### config.mk
export PLATFORM = sky130hd
export DESIGN_NAME = sdio_init_seq
export DESIGN_NICKNAME = d
export VERILOG_FILES = /design/src/rtl/sdio_pkg.sv /design/src/rtl/sdio_poll_timer.sv /design/src/rtl/sdio_init_seq.sv
export SDC_FILE = /design/constraint.sdc
export NUM_CORES = 1
export LEC_CHECK = 0
export ABC_AREA = 1
export CAP_MARGIN = 10
export CORE_MARGIN = 2
export CORE_UTILIZATION = 44
export CTS_CLUSTER_SIZE = 24
export DETAILED_ROUTE_END_ITERATION = 8
export GPL_TIMING_DRIVEN = 0
export HOLD_SLACK_MARGIN = 0.05
export PLACE_DENSITY = 0.77
export SLEW_MARGIN = 20
export SYNTH_ARGS = -nofsm -noshare
export SYNTH_HDL_FRONTEND = slang
export SYNTH_SLANG_ARGS = --single-unit
### constraint.sdc
create_clock -name i_clk -period 1.89 [get_ports i_clk]
set_clock_uncertainty 0.1 [all_clocks]
set_input_delay 0.189 -clock i_clk [delete_from_list [all_inputs] [get_ports i_clk]]
set_output_delay 0.189 -clock i_clk [all_outputs]
set_load 0.05 [all_outputs]
### src/rtl/sdio_pkg.sv
// Shared constants for the SD card-identification sequencer: command indices,
// response types, error codes and FSM state encodings.
package sdio_pkg;

    localparam logic [5:0] CMD_GO_IDLE      = 6'd0;
    localparam logic [5:0] CMD_ALL_SEND_CID = 6'd2;
    localparam logic [5:0] CMD_SEND_RCA     = 6'd3;
    localparam logic [5:0] CMD_SET_WIDTH    = 6'd6;
    localparam logic [5:0] CMD_SELECT       = 6'd7;
    localparam logic [5:0] CMD_SEND_IF_COND = 6'd8;
    localparam logic [5:0] CMD_SD_OP_COND   = 6'd41;
    localparam logic [5:0] CMD_APP          = 6'd55;

    localparam logic [1:0] RSP_NONE = 2'd0;
    localparam logic [1:0] RSP_R1   = 2'd1;
    localparam logic [1:0] RSP_R2   = 2'd2;
    localparam logic [1:0] RSP_R3   = 2'd3;

    localparam logic [3:0] ERR_NONE    = 4'd0;
    localparam logic [3:0] ERR_CRC     = 4'd1;
    localparam logic [3:0] ERR_PATTERN = 4'd2;
    localparam logic [3:0] ERR_APP41   = 4'd3;
    localparam logic [3:0] ERR_OPCOND  = 4'd4;
    localparam logic [3:0] ERR_POWERUP = 4'd5;
    localparam logic [3:0] ERR_CID     = 4'd6;
    localparam logic [3:0] ERR_RCA     = 4'd7;
    localparam logic [3:0] ERR_SELECT  = 4'd8;
    localparam logic [3:0] ERR_WIDTH   = 4'd9;

    localparam logic [3:0] S_IDLE     = 4'd0;
    localparam logic [3:0] S_CMD0     = 4'd1;
    localparam logic [3:0] S_CMD8     = 4'd2;
    localparam logic [3:0] S_A41_55   = 4'd3;
    localparam logic [3:0] S_A41      = 4'd4;
    localparam logic [3:0] S_POLLWAIT = 4'd5;
    localparam logic [3:0] S_CMD2     = 4'd6;
    localparam logic [3:0] S_CMD3     = 4'd7;
    localparam logic [3:0] S_CMD7     = 4'd8;
    localparam logic [3:0] S_A6_55    = 4'd9;
    localparam logic [3:0] S_A6       = 4'd10;
    localparam logic [3:0] S_DONE     = 4'd11;
    localparam logic [3:0] S_ERR      = 4'd12;

    // States that own a command issue/wait exchange with the command engine.
    function automatic logic is_cmd_state(input logic [3:0] s);
        return !(s inside {S_IDLE, S_POLLWAIT, S_DONE, S_ERR});
    endfunction

endpackage

### src/rtl/sdio_poll_timer.sv
// ACMD41 retry pacing: a 2^LGPOLLDLY-clock delay plus a saturating count of
// unsuccessful polls, with a limit flag once MAX_POLLS have been made.
module sdio_poll_timer #(
    parameter int MAX_POLLS = 1000,
    parameter int LGPOLLDLY = 10
) (
    input  logic clk,
    input  logic rst_n,
    input  logic clear,
    input  logic start,
    output logic expired,
    output logic limit
);
    localparam int PW = $clog2(MAX_POLLS + 1);
    localparam logic [PW-1:0] POLL_MAX = PW'(MAX_POLLS);

    logic [LGPOLLDLY-1:0] dly_cnt;
    logic                 running;
    logic [PW-1:0]        poll_cnt;

    assign expired = running && (dly_cnt == '1);
    assign limit   = (poll_cnt >= POLL_MAX);

    always_ff @(posedge clk or negedge rst_n) begin
        if (!rst_n) begin
            dly_cnt <= '0;
            running <= 1'b0;
        end else if (clear) begin
            dly_cnt <= '0;
            running <= 1'b0;
        end else if (start) begin
            dly_cnt <= '0;
            running <= 1'b1;
        end else if (running) begin
            dly_cnt <= dly_cnt + LGPOLLDLY'(1);
            if (dly_cnt == '1)
                running <= 1'b0;
        end
    end

    // Each start marks one more failed poll; the count sticks at the limit.
    always_ff @(posedge clk or negedge rst_n) begin
        if (!rst_n)
            poll_cnt <= '0;
        else if (clear)
            poll_cnt <= '0;
        else if (start && (poll_cnt != POLL_MAX))
            poll_cnt <= poll_cnt + PW'(1);
    end

endmodule

### src/rtl/sdio_init_seq.sv
// Host-side SD card identification sequencer: CMD0, CMD8, ACMD41 polling,
// CMD2, CMD3, CMD7 and optional ACMD6, publishing RCA, capacity and width.
module sdio_init_seq
    import sdio_pkg::*;
#(
    parameter int          MAX_POLLS   = 1000,
    parameter int          LGPOLLDLY   = 10,
    parameter logic        OPT_HCS     = 1'b1,
    parameter logic        OPT_WIDE    = 1'b1,
    parameter logic [11:0] VHS_PATTERN = 12'h1AA
) (
    input  logic        i_clk,
    input  logic        i_reset_n,
    input  logic        i_start,
    output logic        o_busy,
    output logic        o_done,
    output logic        o_err,
    output logic [3:0]  o_err_code,
    output logic        o_cmd_valid,
    input  logic        i_cmd_ready,
    output logic [5:0]  o_cmd_id,
    output logic [31:0] o_cmd_arg,
    output logic [1:0]  o_rsp_type,
    input  logic        i_rsp_valid,
    input  logic        i_rsp_crc_err,
    input  logic        i_rsp_timeout,
    input  logic [31:0] i_rsp_arg,
    output logic [15:0] o_rca,
    output logic        o_ccs,
    output logic        o_v2,
    output logic        o_wide
);
    logic [3:0] state;
    logic [1:0] rca_tries;
    logic       waiting;
    logic       take_rsp;
    logic       take_to;
    logic       crc_fail;
    logic       poll_clear;
    logic       poll_start;
    logic       poll_expired;
    logic       poll_limit;
    logic       unused_rsp;

    assign unused_rsp = ^i_rsp_arg[15:12];

    // A command state with its request already accepted is in its wait phase.
    assign waiting  = is_cmd_state(state) && !o_cmd_valid;
    assign take_rsp = waiting && i_rsp_valid;
    assign take_to  = waiting && !i_rsp_valid && i_rsp_timeout;
    assign crc_fail = take_rsp && i_rsp_crc_err && (state != S_A41);

    assign poll_clear = (state == S_IDLE) && i_start;
    assign poll_start = (state == S_A41) && take_rsp && !i_rsp_arg[31];

    assign o_busy = (state != S_IDLE);
    assign o_done = (state == S_DONE);
    assign o_err  = (state == S_ERR);

    sdio_poll_timer #(
        .MAX_POLLS (MAX_POLLS),
        .LGPOLLDLY (LGPOLLDLY)
    ) u_poll_timer (
        .clk     (i_clk),
        .rst_n   (i_reset_n),
        .clear   (poll_clear),
        .start   (poll_start),
        .expired (poll_expired),
        .limit   (poll_limit)
    );

    always_comb begin
        o_cmd_id   = CMD_GO_IDLE;
        o_cmd_arg  = 32'h0;
        o_rsp_type = RSP_NONE;
        case (state)
            S_CMD8: begin
                o_cmd_id   = CMD_SEND_IF_COND;
                o_cmd_arg  = {20'h0, VHS_PATTERN};
                o_rsp_type = RSP_R1;
            end
            S_A41_55: begin
                o_cmd_id   = CMD_APP;
                o_rsp_type = RSP_R1;
            end
            S_A41: begin
                o_cmd_id   = CMD_SD_OP_COND;
                o_cmd_arg  = {1'b0, OPT_HCS && o_v2, 6'h0, 16'hFF80, 8'h0};
                o_rsp_type = RSP_R3;
            end
            S_CMD2: begin
                o_cmd_id   = CMD_ALL_SEND_CID;
                o_rsp_type = RSP_R2;
            end
            S_CMD3: begin
                o_cmd_id   = CMD_SEND_RCA;
                o_rsp_type = RSP_R1;
            end
            S_CMD7: begin
                o_cmd_id   = CMD_SELECT;
                o_cmd_arg  = {o_rca, 16'h0};
                o_rsp_type = RSP_R1;
            end
            S_A6_55: begin
                o_cmd_id   = CMD_APP;
                o_cmd_arg  = {o_rca, 16'h0};
                o_rsp_type = RSP_R1;
            end
            S_A6: begin
                o_cmd_id   = CMD_SET_WIDTH;
                o_cmd_arg  = 32'h2;
                o_rsp_type = RSP_R1;
            end
            default: ;
        endcase
    end

    // Every transition into a command state re-arms o_cmd_valid for its issue phase.
    always_ff @(posedge i_clk or negedge i_reset_n) begin
        if (!i_reset_n) begin
            state       <= S_IDLE;
            o_cmd_valid <= 1'b0;
            o_err_code  <= ERR_NONE;
            o_rca       <= 16'h0;
            o_ccs       <= 1'b0;
            o_v2        <= 1'b0;
            o_wide      <= 1'b0;
            rca_tries   <= 2'd0;
        end else begin
            if (o_cmd_valid && i_cmd_ready)
                o_cmd_valid <= 1'b0;

            if (crc_fail) begin
                state      <= S_ERR;
                o_err_code <= ERR_CRC;
            end else begin
                case (state)
                    S_IDLE: begin
                        if (i_start) begin
                            o_err_code  <= ERR_NONE;
                            o_rca       <= 16'h0;
                            o_ccs       <= 1'b0;
                            o_v2        <= 1'b0;
                            o_wide      <= 1'b0;
                            state       <= S_CMD0;
                            o_cmd_valid <= 1'b1;
                        end
                    end
                    S_CMD0: begin
                        if (take_rsp || take_to) begin
                            state       <= S_CMD8;
                            o_cmd_valid <= 1'b1;
                        end
                    end
                    S_CMD8: begin
                        if (take_rsp) begin
                            if (i_rsp_arg[11:0] == VHS_PATTERN) begin
                                o_v2        <= 1'b1;
                                state       <= S_A41_55;
                                o_cmd_valid <= 1'b1;
                            end else begin
                                state      <= S_ERR;
                                o_err_code <= ERR_PATTERN;
                            end
                        end else if (take_to) begin
                            o_v2        <= 1'b0;
                            state       <= S_A41_55;
                            o_cmd_valid <= 1'b1;
                        end
                    end
                    S_A41_55: begin
                        if (take_rsp) begin
                            state       <= S_A41;
                            o_cmd_valid <= 1'b1;
                        end else if (take_to) begin
                            state      <= S_ERR;
                            o_err_code <= ERR_APP41;
                        end
                    end
                    S_A41: begin
                        if (take_rsp) begin
                            if (i_rsp_arg[31]) begin
                                o_ccs       <= i_rsp_arg[30] && o_v2;
                                state       <= S_CMD2;
                                o_cmd_valid <= 1'b1;
                            end else begin
                                state <= S_POLLWAIT;
                            end
                        end else if (take_to) begin
                            state      <= S_ERR;
                            o_err_code <= ERR_OPCOND;
                        end
                    end
                    S_POLLWAIT: begin
                        if (poll_limit) begin
                            state      <= S_ERR;
                            o_err_code <= ERR_POWERUP;
                        end else if (poll_expired) begin
                            state       <= S_A41_55;
                            o_cmd_valid <= 1'b1;
                        end
                    end
                    S_CMD2: begin
                        if (take_rsp) begin
                            rca_tries   <= 2'd0;
                            state       <= S_CMD3;
                            o_cmd_valid <= 1'b1;
                        end else if (take_to) begin
                            state      <= S_ERR;
                            o_err_code <= ERR_CID;
                        end
                    end
                    S_CMD3: begin
                        if (take_rsp && (i_rsp_arg[31:16] != 16'h0)) begin
                            o_rca       <= i_rsp_arg[31:16];
                            state       <= S_CMD7;
                            o_cmd_valid <= 1'b1;
                        end else if (take_rsp && (rca_tries != 2'd2)) begin
                            rca_tries   <= rca_tries + 2'd1;
                            o_cmd_valid <= 1'b1;
                        end else if (take_rsp || take_to) begin
                            state      <= S_ERR;
                            o_err_code <= ERR_RCA;
                        end
                    end
                    S_CMD7: begin
                        if (take_rsp) begin
                            if (OPT_WIDE) begin
                                state       <= S_A6_55;
                                o_cmd_valid <= 1'b1;
                            end else begin
                                state <= S_DONE;
                            end
                        end else if (take_to) begin
                            state      <= S_ERR;
                            o_err_code <= ERR_SELECT;
                        end
                    end
                    S_A6_55: begin
                        if (take_rsp) begin
                            state       <= S_A6;
                            o_cmd_valid <= 1'b1;
                        end else if (take_to) begin
                            state      <= S_ERR;
                            o_err_code <= ERR_WIDTH;
                        end
                    end
                    S_A6: begin
                        if (take_rsp) begin
                            o_wide <= 1'b1;
                            state  <= S_DONE;
                        end else if (take_to) begin
                            state      <= S_ERR;
                            o_err_code <= ERR_WIDTH;
                        end
                    end
                    S_DONE: state <= S_IDLE;
                    S_ERR: begin
                        o_rca  <= 16'h0;
                        o_ccs  <= 1'b0;
                        o_wide <= 1'b0;
                        state  <= S_IDLE;
                    end
                    default: state <= S_IDLE;
                endcase
            end
        end
    end

endmodule

==> metrics.yaml <==
hold_path:
  holdCritPathClass: "input pin to asynchronous set/reset pin"
global_route:
  grt_pass1_vias: 4269
  overflow: 0
  antenna_found_initial: 0
  grt_max_degree: 52
  grt_first_pass_wirelength_mm: 21.12
  track_usage: 0.2944
clock_network:
  clk_latency_ps: 320
  path_clk_slew_ps: 110
  ctsHtreeMaxLevel: 2
  cts_tree: "done"
  cts_root_buffer: "clkbuf_8"
  cts-buffers-inserted: 5
  cts.path.max_buffers: 2
  cts.sinks: 51
synthesis:
  synth_edf_count: 0
  synth-async-reset-ratio: 1.000
  synth_top_cell_by_area: "dfrtp_1"
  ys_dominant_reg_cell: "dfrtp_1"
  synth_area_leaders: "dfrtp_1, nand2_1, nor2_1"
  synth_area_mm2: 0.003769
  synthCells: 515
  yosys_warnings: 0
  ys_seq_elements: 51
  avgSynthCellArea_um2: 7.318
  ys_seq_area_frac: 0.3386
  yosysUniqueCellTypes: 44
  yosysTopAreaCellShare: 0.3386
worst_setup_path:
  cpPeakStageDelay_ps: 480
  cp_slowest_cell: "dfrtp_2"
  critPathKind: "register to register"
  worstPathMaxFanout: 6
  cp-startpoint: "state[0]"
  worstReg2RegStart: "state[0]"
  cpLargestDelayFamily: "simple AND/OR/NAND/NOR gates"
  crit_arrival_ps: 2350
  worst_setup_path_start_kind: "register"
  end_kind: "register"
  cp.required_ps: 2040
  path_cells: "nand2_2 -> inv_2 -> nand2_4 -> nand3_4 -> nor2_4 -> buf_12 -> nand3b_1 -> buf_4 -> o211ai_1 -> nor2_1 -> a21oi_1"
  crit_buf_inv: 3
layout:
  final_cell_count_no_fill: 787
  syn2layout_area_growth_pct: 67.76
  drive_gt1_frac: 0.3900
  final_nets: 724
  final.fill_count: 510
  postLayoutCellArea_mm2: 0.006322
  fin_util: 0.7656
  antenna_cells: 0
floorplan:
  die_w_um: 96.55
  die_h_um: 96.55
  die-area_mm2: 0.009321
  io_pins: 106
  core-area_mm2: 0.008258
  rows: 33
  start_util: 0.4564
sta:
  max_freq_mhz: 454.7
  slew_violations: 0
  fin_ws_ps: -309.2
  rsz0062_at_grt: "yes"
  worst-slew-pin-transition_ps: 690.1
  hold_viol: 0
  finalCriticalPeriod_ps: 2199
  slew-limit-headroom: 0.5399
  setup_viol: 76
  worst_hold_slack_ps: 351.0
  period_share: 1.164
route:
  drt_iter0_markers: 421
  vias: 4475
  drtAntennaViolNets: 0
  drc_errors: 0
  first_pass_iters: 5
  vias_per_cell: 5.686
  wl_per_cell_um: 18.98
  wirelength_mm: 14.94
power_and_ir_drop:
  p_leak_nw: 2.930
  p_clk_frac: 0.069
  seqPwrFrac: 0.161
  powerDensity_mw_per_mm2: 1879
  p_comb_frac: 0.770
  p_int_mw: 5.479
  peakVddDrop_mv: 1.188
  swShare: 0.5387
  p_sw_mw: 6.399
placement:
  dpl_cell_area_mm2: 0.004918
  io_buffers: 90
  dp.cells: 719
  dp_hpwl_mm: 8.273
  gp_congestion: 0.9564
run:
  drv_cap: 0
status:
  status: "finished with violations"
  violations: "setup timing"
## flip-flops by register name, indices dropped and copies added (netlist names)
signal	flops
u_poll_timer.dly_cnt	10
o_rca	16
o_wide	1
o_ccs	1
u_poll_timer.running	1
state	4
rca_tries	2
o_v2	1
u_poll_timer.poll_cnt	10
o_err_code	4
o_cmd_valid	1
## per-layer routing
| metal | wire (µm) | GRT usage | up-vias |
|---|---|---|---|
| met3 | 1567 | 0.08534 | 72 |
| met5 | 0 | 0 | - |
| met4 | 532 | 0.1009 | 0 |
| met2 | 7176 | 0.4983 | 296 |
| met1 | 5662 | 0.3587 | 2119 |
| li1 | - | - | 1988 |
## synth_stat cells (9+ instances only)
master	n
nand3_2	16
nand3_1	40
o21ai_0	30
dfrtp_1	51
nand4_1	9
inv_1	63
o21ai_2	17
nand2_1	106
a21oi_1	14
buf_4	13
nor2_1	70
## cells by family (layout without fill, tap and decap cells)
family,count (synthesis),count (layout),share of synthesized area
AND/OR/NAND/NOR,283,283,0.3831
buffers and inverters,96,254,0.1238
AO/OA/AOI/OAI,73,73,0.1238
flip-flops,51,51,0.3386
XOR/XNOR,7,7,0.01627
adder cells (fa/ha/maj),4,4,0.01328
other,1,10,0.0009951
## per-stage QoR
stage	worst slack (ps)	total power, mW	setup TNS (ps)
2_1_floorplan	-307.5	6.488	-2665
4_1_cts	-168.5	10.90	-6376
3_5_place_dp	-882.9	8.283	-32900
6_report	-309.2	11.88	-12130
5_1_grt	-399.0	12.39	-17060
3_3_place_gp	-1261	8.206	-86580
## power groups by stage
| stage | registers, mW | logic (mW) | clock network (mW) |
|---|---|---|---|
| floorplan | 2.53 | 3.96 | 0 |
| global placement | 1.85 | 6.35 | 0 |
| CTS | 1.87 | 8.22 | 0.821 |
| global route | 1.95 | 9.57 | 0.863 |
| detailed placement | 1.86 | 6.42 | 0 |
| finish | 1.91 | 9.14 | 0.821 |
## repair_timing
item / CTS / global route
endpoints found under the hold margin: 51 / 0
resized for setup: 330 / 75
hold buffers: 1 / 0
cloned: 4 / 0
setup buffers: 47 / 12
pin swaps: 26 / 8
endpoints found under the setup margin: 83 / 84
## cell type report
cell class / instances / area [µm²] / share of cell area
flip-flops and latches: 51 / 1280 / 0.2025
inverters: 71 / 301.5 / 0.04769
plain buffers: 22 / 244.0 / 0.03859
clock inverters: 2 / 38.79 / 0.006135
repair buffers: 153 / 1692 / 0.2676
clock buffers: 6 / 72.57 / 0.01148
multi-input cells: 377 / 2562 / 0.4053
well taps: 105 / 131.4 / 0.02078
## final timing paths
kind | to | slack (ps) | cells after the start
max | o_cmd_valid | -310 | 11
min | u_poll_timer.dly_cnt[5] | 350 | 2
max reg2reg | o_cmd_valid | -310 | 11
min reg2reg | o_err_code[0] | 380 | 2
max in group asynchronous | state[1] | 830 | 2
min in group i_clk | o_wide | 360 | 4
## layout by cell type (no fill, tap or decap), types with 11 or more instances in the layout
| cell | n |
|---|---|
| clkdlybuf4s50_1 | 54 |
| buf_6 | 36 |
| nand3_2 | 18 |
| nand2_1 | 88 |
| buf_12 | 11 |
| nor2_1 | 53 |
| o21ai_0 | 11 |
| nor2_4 | 19 |
| nand3_1 | 33 |
| buf_4 | 45 |
| inv_1 | 55 |
| o21ai_2 | 21 |
| buf_8 | 15 |
| a21oi_1 | 12 |
| nand2_4 | 14 |
| dfrtp_1 | 48 |
Power figures use the tool's default switching activity.
